### src/rtl/multicycle_adder_subtractor_module_if.sv
// Handshake/data bundle for multicycle_adder_subtractor_module.
//   master : requester side, drives start/sub/a/b/cin and observes the result
//   slave  : the adder itself, observes the request and drives busy/done/sum/cout/overflow
//   start    request a new operation (sampled on the rising clock edge)
//   sub      0 = a+b+cin, 1 = a-b-cin (sampled with start)
//   a, b     operands (sampled with start)
//   cin      carry-in / borrow-in (sampled with start)
//   busy     operation in progress
//   done     one-cycle pulse marking a new result
//   sum      registered result
//   cout     registered carry-out of the MSB (sub mode: 1 = no borrow)
//   overflow registered two's-complement overflow flag
interface multicycle_adder_subtractor_module_if #(
  parameter int WIDTH = 32
);
  logic             start;
  logic             sub;
  logic [WIDTH-1:0] a;
  logic [WIDTH-1:0] b;
  logic             cin;
  logic             busy;
  logic             done;
  logic [WIDTH-1:0] sum;
  logic             cout;
  logic             overflow;

  modport master (
    output start, sub, a, b, cin,
    input  busy, done, sum, cout, overflow
  );

  modport slave (
    input  start, sub, a, b, cin,
    output busy, done, sum, cout, overflow
  );
endinterface

### src/rtl/multicycle_adder_subtractor_module.sv
// Multicycle adder/subtractor: adds CHUNK bits per clock, LSB chunk first,
// so a WIDTH-bit operation takes N = WIDTH/CHUNK RUN cycles followed by a
// single DONE cycle. WIDTH must be an integer multiple of CHUNK.
// Ports:
//   clk    sole clock, rising edge
//   reset  synchronous, active-high; clears all state and results
//   bus    slave side of multicycle_adder_subtractor_module_if
//          (start/sub/a/b/cin in, busy/done/sum/cout/overflow out)
module multicycle_adder_subtractor_module #(
  parameter int WIDTH = 32,
  parameter int CHUNK = 8
) (
  input logic                                 clk,
  input logic                                 reset,
  multicycle_adder_subtractor_module_if.slave bus
);

  localparam int N  = WIDTH / CHUNK;
  localparam int KW = (N > 1) ? $clog2(N) : 1;
  localparam logic [KW-1:0] K_LAST = KW'(N - 1);

  typedef enum logic [1:0] {
    S_IDLE = 2'd0,
    S_RUN  = 2'd1,
    S_DONE = 2'd2
  } state_t;

  state_t           state_q;
  logic [KW-1:0]    k_q;
  logic [WIDTH-1:0] a_q;
  logic [WIDTH-1:0] b_q;      // already inverted for subtraction
  logic             carry_q;  // already inverted borrow for subtraction
  logic [WIDTH-1:0] acc_q;    // partial sums of the chunks done so far
  logic [WIDTH-1:0] sum_q;
  logic             cout_q;
  logic             ovf_q;
  logic             busy_q;
  logic             done_q;

  logic [CHUNK-1:0] a_chunk;
  logic [CHUNK-1:0] b_chunk;
  logic [CHUNK-1:0] s_chunk;
  logic             c_out;
  logic             c_msb;
  logic [WIDTH-1:0] acc_d;

  // One CHUNK-wide ripple step: {carry_out, partial_sum}.
  function automatic logic [CHUNK:0] add_chunk(
    input logic [CHUNK-1:0] x,
    input logic [CHUNK-1:0] y,
    input logic             ci
  );
    return {1'b0, x} + {1'b0, y} + {{CHUNK{1'b0}}, ci};
  endfunction

  // Current chunk datapath
  always_comb begin
    a_chunk          = a_q[int'(k_q)*CHUNK +: CHUNK];
    b_chunk          = b_q[int'(k_q)*CHUNK +: CHUNK];
    {c_out, s_chunk} = add_chunk(a_chunk, b_chunk, carry_q);
    // Carry into the top bit of this chunk, recovered from its sum bit; only
    // meaningful on the last chunk where that bit is bit WIDTH-1.
    c_msb            = a_chunk[CHUNK-1] ^ b_chunk[CHUNK-1] ^ s_chunk[CHUNK-1];
    acc_d            = acc_q;
    acc_d[int'(k_q)*CHUNK +: CHUNK] = s_chunk;
  end

  // Control FSM and registers
  always_ff @(posedge clk) begin
    if (reset) begin
      state_q <= S_IDLE;
      k_q     <= '0;
      a_q     <= '0;
      b_q     <= '0;
      carry_q <= 1'b0;
      acc_q   <= '0;
      sum_q   <= '0;
      cout_q  <= 1'b0;
      ovf_q   <= 1'b0;
      busy_q  <= 1'b0;
      done_q  <= 1'b0;
    end else begin
      case (state_q)
        S_IDLE, S_DONE: begin
          done_q <= 1'b0;
          if (bus.start) begin
            a_q     <= bus.a;
            // a - b - cin == a + ~b + ~cin (mod 2^WIDTH)
            b_q     <= bus.sub ? ~bus.b : bus.b;
            carry_q <= bus.sub ^ bus.cin;
            k_q     <= '0;
            busy_q  <= 1'b1;
            state_q <= S_RUN;
          end else begin
            busy_q  <= 1'b0;
            state_q <= S_IDLE;
          end
        end
        S_RUN: begin
          // start is deliberately not looked at here.
          acc_q   <= acc_d;
          carry_q <= c_out;
          if (k_q == K_LAST) begin
            k_q     <= '0;
            sum_q   <= acc_d;
            cout_q  <= c_out;
            ovf_q   <= c_msb ^ c_out;
            busy_q  <= 1'b0;
            done_q  <= 1'b1;
            state_q <= S_DONE;
          end else begin
            k_q     <= k_q + 1'b1;
          end
        end
        default: begin
          busy_q  <= 1'b0;
          done_q  <= 1'b0;
          state_q <= S_IDLE;
        end
      endcase
    end
  end

  assign bus.busy     = busy_q;
  assign bus.done     = done_q;
  assign bus.sum      = sum_q;
  assign bus.cout     = cout_q;
  assign bus.overflow = ovf_q;

endmodule

### src/flat_wrapper.sv
// flat-port wrapper written by rule: the top's interface ports become plain ports
module multicycle_adder_subtractor_module_flat 
#(
  parameter int WIDTH = 32,
  parameter int CHUNK = 8
)
  (clk, reset, bus_start, bus_sub, bus_a, bus_b, bus_cin, bus_busy, bus_done, bus_sum, bus_cout, bus_overflow);
  multicycle_adder_subtractor_module_if #(.WIDTH(WIDTH)) bus_i ();
  input logic clk;
  input logic reset;
  input wire logic [$bits(bus_i.start)-1:0] bus_start;
  input wire logic [$bits(bus_i.sub)-1:0] bus_sub;
  input wire logic [$bits(bus_i.a)-1:0] bus_a;
  input wire logic [$bits(bus_i.b)-1:0] bus_b;
  input wire logic [$bits(bus_i.cin)-1:0] bus_cin;
  output wire logic [$bits(bus_i.busy)-1:0] bus_busy;
  output wire logic [$bits(bus_i.done)-1:0] bus_done;
  output wire logic [$bits(bus_i.sum)-1:0] bus_sum;
  output wire logic [$bits(bus_i.cout)-1:0] bus_cout;
  output wire logic [$bits(bus_i.overflow)-1:0] bus_overflow;
  assign bus_i.start = bus_start;
  assign bus_i.sub = bus_sub;
  assign bus_i.a = bus_a;
  assign bus_i.b = bus_b;
  assign bus_i.cin = bus_cin;
  assign bus_busy = bus_i.busy;
  assign bus_done = bus_i.done;
  assign bus_sum = bus_i.sum;
  assign bus_cout = bus_i.cout;
  assign bus_overflow = bus_i.overflow;
  multicycle_adder_subtractor_module #(.WIDTH(WIDTH), .CHUNK(CHUNK)) u_core (.clk(clk), .reset(reset), .bus(bus_i));
endmodule
### config.mk
export PLATFORM = sky130hd
export DESIGN_NAME = multicycle_adder_subtractor_module_flat
export DESIGN_NICKNAME = d
export VERILOG_FILES = /design/src/rtl/multicycle_adder_subtractor_module_if.sv /design/src/rtl/multicycle_adder_subtractor_module.sv /design/src/flat_wrapper.sv
export SDC_FILE = /design/constraint.sdc
export NUM_CORES = 1
export LEC_CHECK = 0
export BUFFER_PORTS_ARGS = -buffer_cell sky130_fd_sc_hd__buf_2
export CELL_PAD_IN_SITES_DETAIL_PLACEMENT = 2
export CELL_PAD_IN_SITES_GLOBAL_PLACEMENT = 2
export CORE_MARGIN = 10
export CORE_UTILIZATION = 37
export CTS_CLUSTER_SIZE = 40
export DETAILED_ROUTE_END_ITERATION = 10
export PLACE_DENSITY_LB_ADDON = 0.1
export SETUP_SLACK_MARGIN = 0.1
export SYNTH_ARGS = -nofsm -noshare
export SYNTH_HDL_FRONTEND = slang
export SYNTH_SLANG_ARGS = --single-unit
export TNS_END_PERCENT = 30
### constraint.sdc
create_clock -name clk -period 5.9 [get_ports clk]
set_input_delay 0.59 -clock clk [delete_from_list [all_inputs] [get_ports clk]]
set_output_delay 0.59 -clock clk [all_outputs]
set_load 0.05 [all_outputs]
After elaboration in Yosys (flattened, before gate mapping)
Index checks and enable logic that the tools add are counted.
Cells by class
  add/sub/neg operators: 4
  equality and inequality tests: 5
  shift-type cells: 4
  multiplexer cells: 13
  bitwise operators: 6
  reductions and logical operators: 7
Operators by type and width (number)
  indexed part select 32 x 6 -> 8 bit: 2
  negation 5 -> 33 bit: 1
  variable shift 8 x 33 -> 32 bit, first input constant: 1
  indexed part select 8 x 33 -> 32 bit: 1
  bitwise mux 32 bit: 1
  2-to-1 mux 32 bit: 1
  inverter 32 bit: 1
  adder 8 x 8 -> 9 bit: 1
  adder 9 x 1 -> 9 bit: 1
  one-hot mux 2 bit (2 select lines): 2
  2-to-1 mux 2 bit: 3
  AND reduction 2 bit: 3
  equality test 2 bit, second input constant: 2
  2-to-1 mux 1 bit: 4
  one-hot mux 1 bit (2 select lines): 2
  OR reduction 2 bit: 2
  bitwise XOR 1 bit: 4
  adder 2 x 1 -> 2 bit, second input constant: 1
  equality test 2 x 1 -> 1 bit, second input constant: 1
  logical NOT 2 bit: 1
  inequality test 2 x 1 -> 1 bit, second input constant: 1
  inequality test 2 bit, second input constant: 1
  nonzero test 2 bit: 1
  inverter 1 bit: 1
Storage, ports and cells
  bits in registers: 137
  input port bits: 69
  output and inout port bits: 36
  logic and storage cells: 50

Depth between registers and ports, before layout
Gate-level depths: netlist (run 1).
  word-level depth: 5
  depth in mapped cells: 11
  gate-level depth less buffers: 8

Worst setup path after synthesis (run 1)
Ideal clock, no wire load.
  path type: register to register
  start point: reg u_core.k_q[0]
  end point: reg u_core.sum_q[6] (netlist: u_core.bus.sum[6])
  setup time: 0.136 ns
  data arrival time: 3.011 ns
  data required time: 5.764 ns
  slack: 2.753 ns
  stages on the path, launching flop included: 10
  buffers on the path: 1
  clock period less this slack: 3.147 ns
  path through: dfxtp_1 > buf_2 > mux4_2 > fa_1 > fa_1 > and3_1 > o2111ai_1 > o211ai_2 > a221oi_1 > nor3_1
Between the ends
  word-level cells in the longest chain between the ends: 5
  elaborated cells on any way between the ends: 10
  classes of those cells: add/sub: 3; eq/ne: 1; shift: 4; mux: 1; reduce/logical: 1
Ends and longest elaborated chain
  start: declaration: line multicycle_adder_subtractor_module.sv:29  | logic [KW-1:0] k_q;
  start signal: assignment: line multicycle_adder_subtractor_module.sv:112  | k_q <= k_q + 1'b1;
  indexed part select 32 x 6 -> 8 bit (on tied branches): line multicycle_adder_subtractor_module.sv:58, multicycle_adder_subtractor_module.sv:59
  adder 8 x 8 -> 9 bit: line multicycle_adder_subtractor_module.sv:53  | return {1'b0, x} + {1'b0, y} + {{CHUNK{1'b0}}, ci};
  adder 9 x 1 -> 9 bit: line multicycle_adder_subtractor_module.sv:53
  indexed part select 8 x 33 -> 32 bit: line multicycle_adder_subtractor_module.sv:65  | acc_d[int'(k_q)*CHUNK +: CHUNK] = s_chunk;
  bitwise mux 32 bit: line multicycle_adder_subtractor_module.sv:65
  end signal: assignment: line multicycle_adder_subtractor_module.sv:77  | sum_q <= '0;
  end signal: assignment: line multicycle_adder_subtractor_module.sv:105  | sum_q <= acc_d;
  end: declaration: line multicycle_adder_subtractor_module.sv:34  | logic [WIDTH-1:0] sum_q;
Several ways; a longest one is shown, not always the timed one.
A chain may end at the register's enable or synchronous reset.

Final worst setup path (run 1)
  start point: reg u_core.k_q[0]
  end point: reg u_core.sum_q[15] (netlist: u_core.bus.sum[15])
Same word-level chain as after synthesis.

==> flow_summary.ini, run 1 <==
[worst_setup_path]
worstReg2RegStart = u_core.k_q[0]
reg2reg_depth = 8
start_kind = register
path_class = register to register
worstPathArrival_ns = 3.96
r2r_end = u_core.bus.sum[15]
r2r_setup_slack_ns = 2.21
crit_required_ns = 6.17
path_max_fanout = 13
end_kind = register

[synthesis]
syn_inst = 668
synth_top_family_by_area = compound AO/OA/AOI/OAI gates
synthSimpleGateAreaFrac = 0.174
yosys.area.top_type_share = 0.437
synth_area_leaders = dfxtp_1 44%, nor2_1 6.2%, mux4_2 5.8%
ys.flop_type = dfxtp_1
synth_common_cells = 136 x dfxtp_1, 102 x nor2_1, 73 x nand2_1, 45 x a211oi_1, 42 x a21oi_1
synth_xor_area_frac = 0.0551
ys_async_sr_fraction = 0
postSynthAreaPerCell_um2 = 9.32
synthDistinctLibCells = 50
ys_ff_latch = 136
synth_enable_flop_cells = 0
synth_mux_area_frac = 0.0579
synth_top_area_cell = dfxtp_1
seq_area_frac_synth = 0.437
ys_warn_count = 0
synth_area_um2 = 6220
synth.most_common_cell = dfxtp_1
synth_fp_nets = 752
synth_compound_area_frac = 0.199
synth_fa_ha_area_frac = 0.0326

[clock_network]
clock-sinks = 136
cts_tree = built
cts_resized = 0
numCtsBuffers = 17
htree_levels = 4
post_cts_buffers = 0
root_buffer = clkbuf_16
clk_latency_ns = 0.42
clkSlewWorstSetupHoldPaths_ns = 0.06
cts_hold_buf = 0
cts_max_path_buffers = 2

[drt]
wl_per_cell_um = 20.5
drc_errors = 0
firstDrtPassIters = 4
antenna_left = 0
num_vias = 5288
vias_per_cell = 5.42
drt_iter0_drc = 260
wirelength_mm = 20.0

[pwr]
p_leak_uw = 0.00297
power_density_nw_per_um2 = 341
peakVddDrop_uv = 222

[timing]
fin_skew_ns = 0.00853
rsz0062_at_grt = false
worst_slew_pin_slew_ns = 1.19
fin_crit_sh = 0.626
setup-tns-final_ns = 0
hold_viol = 0
slew_violations = 0
setup_viol = 0
layout_min_cycle_time_ns = 3.69
slew_headroom = 0.207
fmax_mhz = 271

[die]
fp-row-count = 47
dieArea_um2 = 22400
die_x_um = 150
die_h_um = 150
ioPinCount = 105
initial_core_util = 0.377
design.core.area_um2 = 16500

[cells_and_area]
layout.cells.non_filler = 975
areaGrowthSynthToFinish_pct = 20.7
antenna_cells = 0
fin_nets = 826
fill_cells = 1777
multi_input_area_um2 = 3240
drive_gt1_frac = 0.245
regArea_um2 = 2720

[place]
dp_hpwl_mm = 13.6
place_inst = 943
io_buffers = 104
place_congestion = 0.819

[grt]
gr-usage-all-layers = 0.183
antenna_found_initial = 0
grt_remaining_overflow = 0
grt_pass1_wl_mm = 32.4
grt_pass1_vias = 5842
grt_start_max_net_pins = 98

[run]
maxCapViolations = 0

[hold_path]
hold_path_class = input port to register
hold_path_end = u_core.a_q[21]
hold_depth = 3
worst_hold_startpoint = bus_a[21]

[status]
status = complete, no violations
placed cells by master, fill, tap and decap left out, drive strengths merged, types with 6 or more instances in the layout:
cell and instances:
a211oi 50, a22oi 26, nand2 73, nor3 28, a21oi 42, nand2b 6
ha 13, a221oi 24, xnor2 34, dfxtp 136, clkbuf 20, inv 7
bufinv 6, nor2 102, nor2b 8, mux4 16, buf 110
registers in the layout (all words and copies together), names as in the netlist:
signal and flops:
u_core.bus.overflow 1, u_core.k_q 2, u_core.state_q 2, u_core.carry_q 1, u_core.bus.sum 32, u_core.bus.cout 1, u_core.b_q 32, u_core.acc_q 32
u_core.bus.done 1, u_core.a_q 32
kinds of logic after synthesis:
group / after synthesis
and+or+nand+nor: 237
muxes: 16
buffers and inverters: 63
AOI/OAI and AO/OA: 164
adders and majority gates: 15
DFF: 136
xor gates and xnor gates: 37
worst max-delay path, stage by stage, from the launching register on:
cell	delay (ns)
dfxtp_1	0.81
buf_4	0.36
mux4_2	0.57
ha_1	0.42
a21o_1	0.20
a211o_1	0.33
o22ai_4	0.18
xor2_4	0.48
a211oi_2	0.16
layout make-up:
cell class / count / area share
clock inverters: 12 / 0.0295
repair buffers: 110 / 0.0756
flip-flops and latches: 136 / 0.362
inverters: 8 / 0.00400
clock buffers: 20 / 0.0608
multi-input cells: 469 / 0.431
well taps: 220 / 0.0366
through the flow:
step | cell area [um^2] | setup WS, ns | total power [uW] | hold slack [ns] | utilization
floorplan | 6220 | 2.75 | 1240 | 0.433 | -
global placement | 6830 | 2.30 | 1340 | 0.442 | 0.414
detailed placement | 6830 | 2.21 | 1360 | 0.451 | 0.414
CTS | 7510 | 2.17 | 2580 | 0.391 | 0.455
global route | 7510 | 1.93 | 2670 | 0.396 | 0.455
finish | 7510 | 2.21 | 2560 | 0.405 | 0.455
how the worst max path moves through the flow:
stage             startpoint                 end  slack [ns]  cells past startpoint
4_1_cts        u_core.k_q[0]  u_core.bus.sum[15]        2.17                      8
2_1_floorplan  u_core.k_q[0]   u_core.bus.sum[6]        2.75                      9
3_3_place_gp   u_core.k_q[0]   u_core.bus.sum[7]        2.30                      8
3_5_place_dp   u_core.k_q[0]  u_core.bus.sum[31]        2.21                      8
5_1_grt        u_core.k_q[0]  u_core.bus.sum[15]        1.93                      8
6_report       u_core.k_q[0]  u_core.bus.sum[15]        2.21                      8
layer usage:
metal,track usage,vias up,share of wire
met4,0.0598,0,0.0099
met1,0.217,2649,0.44
li1,-,2532,-
met5,0,-,0
met3,0.0444,13,0.042
met2,0.317,94,0.51
where the power goes:
| part | switching [uW] | internal, uW | total [uW] |
|---|---|---|---|
| sequential | 30.5 | 960 | 991 |
| clock | 410 | 814 | 1220 |
| combinational | 224 | 124 | 348 |
| total | 664 | 1900 | 2560 |
(Power assumes the default switching activity.)
==> run 2: changes to the inputs <==
--- a/config.mk
+++ b/config.mk
@@ -9,7 +9,7 @@
 export CELL_PAD_IN_SITES_DETAIL_PLACEMENT = 2
 export CELL_PAD_IN_SITES_GLOBAL_PLACEMENT = 2
 export CORE_MARGIN = 10
-export CORE_UTILIZATION = 37
+export CORE_UTILIZATION = 34
 export CTS_CLUSTER_SIZE = 40
 export DETAILED_ROUTE_END_ITERATION = 10
 export PLACE_DENSITY_LB_ADDON = 0.1
==> constraint.sdc (replaced) <==
create_clock -name clk -period 3.4 [get_ports clk]
set_input_delay 0.34 -clock clk [delete_from_list [all_inputs] [get_ports clk]]
set_output_delay 0.34 -clock clk [all_outputs]
set_load 0.05 [all_outputs]
==> flow_summary.ini, run 2 (same netlist as run 1, synthesis figures left out) <==
[status]
status = complete, no violations

[cells_and_area]
areaGrowthSynthToFinish_pct = 20.2
antenna_cells = 0
fin_nets = 835
drive_gt1_frac = 0.255
final_common_cell = dfxtp_1
layout_common_cells = 136 x dfxtp_1, 103 x buf_2, 101 x nor2_1
fill_cells = 1977

[pwr]
switching_share = 0.281
p_switching_uw = 1120
seqPwrFrac = 0.428
peakVddDrop_uv = 365
power_density_nw_per_um2 = 534
internal_power_uw = 2870
clkPwrFrac = 0.416
pwr-share-comb = 0.156
p_leak_uw = 0.00296
finalPower_uw = 3990

[clock_network]
cts_hold_buf = 0
clock-sinks = 136
clk_latency_ns = 0.42
root_buffer = clkbuf_16
cts_max_path_buffers = 2
post_cts_buffers = 0
cts_tree = built
clkSlewWorstSetupHoldPaths_ns = 0.06
numCtsBuffers = 17
htree_levels = 4

[grt]
grt_pass1_wl_mm = 32.3
grt_remaining_overflow = 0
gr-usage-all-layers = 0.166
grt_start_max_net_pins = 59
antenna_found_initial = 0
grt_pass1_vias = 5830

[drt]
num_vias = 5241
drt_iter0_drc = 206
drc_errors = 0
wirelength_mm = 19.7
antenna_left = 0
wl_per_cell_um = 19.9
vias_per_cell = 5.29
firstDrtPassIters = 4

[place]
place_ws_ns = 0.0706
io_buffers = 104
place_congestion = 0.766
dp_hpwl_mm = 14.2

[worst_setup_path]
path_class = register to register
end_kind = register
worstPathArrival_ns = 3.47
crit_required_ns = 3.74
path_max_fanout = 7
reg2reg_depth = 6
worstReg2RegStart = u_core.k_q[0]
crit_start = u_core.k_q[0]
start_kind = register

[die]
dieArea_um2 = 24100
die_h_um = 155
initial_core_util = 0.346
ioPinCount = 105
fp-row-count = 49
design.core.area_um2 = 18000
die_x_um = 155

[timing]
worst_slack_ns = 0.268
worst_slew_pin_slew_ns = 1.19
fmax_mhz = 319
rsz0062_at_grt = true
slew_headroom = 0.204
fin_skew_ns = 0.00890
hold_viol = 0
setup_viol = 0
fin_crit_sh = 0.921
holdWs_ns = 0.155
layout_min_cycle_time_ns = 3.13
slew_violations = 0
setup-tns-final_ns = 0

[hold_path]
hold_path_class = input port to register
hold_depth = 3
worst_hold_startpoint = bus_a[21]

[run]
maxCapViolations = 0
-- run 2: what timing repair did --
action	4_1_cts	5_1_grt
cloned	0	0
resized for setup	1	5
endpoints found under the setup margin	6	11
-- run 2: path summary, 6_finish.rpt --
path                     endpoint  slack (ns)
setup / recovery  u_core.acc_q[2]        0.27
hold reg to reg     u_core.a_q[4]        0.46
setup reg to reg  u_core.acc_q[2]        0.27
hold / removal     u_core.a_q[21]        0.15
-- run 2: power by group through the flow --
| stage | sequential (uW) | clock, uW | combinational [uW] |
|---|---|---|---|
| floorplan | 1730 | 0 | 411 |
| global placement | 1740 | 0 | 594 |
| detailed placement | 1740 | 0 | 618 |
| CTS | 1710 | 1700 | 625 |
| global route | 1720 | 1790 | 691 |
| finish | 1710 | 1660 | 625 |
-- run 2: critical path: stages (launching register included) --
cell	delay, ns
dfxtp_1	0.42
mux4_2	0.55
fa_1	0.47
fa_1	0.45
xor2_1	0.68
a22oi_1	0.21
a211oi_1	0.27
-- run 2: final cells by class --
cell class	count	area (um^2)	share of cell area
repair buffers	119	648	0.0867
clock inverters	10	83.8	0.0112
clock buffers	19	433	0.0579
well taps	229	287	0.0383
multi-input cells	469	3270	0.438
flip-flops and latches	136	2720	0.364
inverters	8	30.0	0.00402
-- run 2: layer usage --
metal,part of all wire,wire [um],track usage,vias up
met5,0,0,0,-
met4,0.012,233,0.0495,0
met3,0.040,779,0.0438,13
met2,0.49,9710,0.278,83
met1,0.45,8940,0.205,2602
li1,-,-,-,2543
-- run 2: through the flow --
step | cells | util | area [um^2]
3_5_place_dp | 961 | 0.385 | 6920
5_1_grt | 990 | 0.416 | 7480
3_3_place_gp | 961 | 0.385 | 6920
2_1_floorplan | 668 | - | 6220
6_report | 990 | 0.416 | 7480
4_1_cts | 990 | 0.414 | 7440
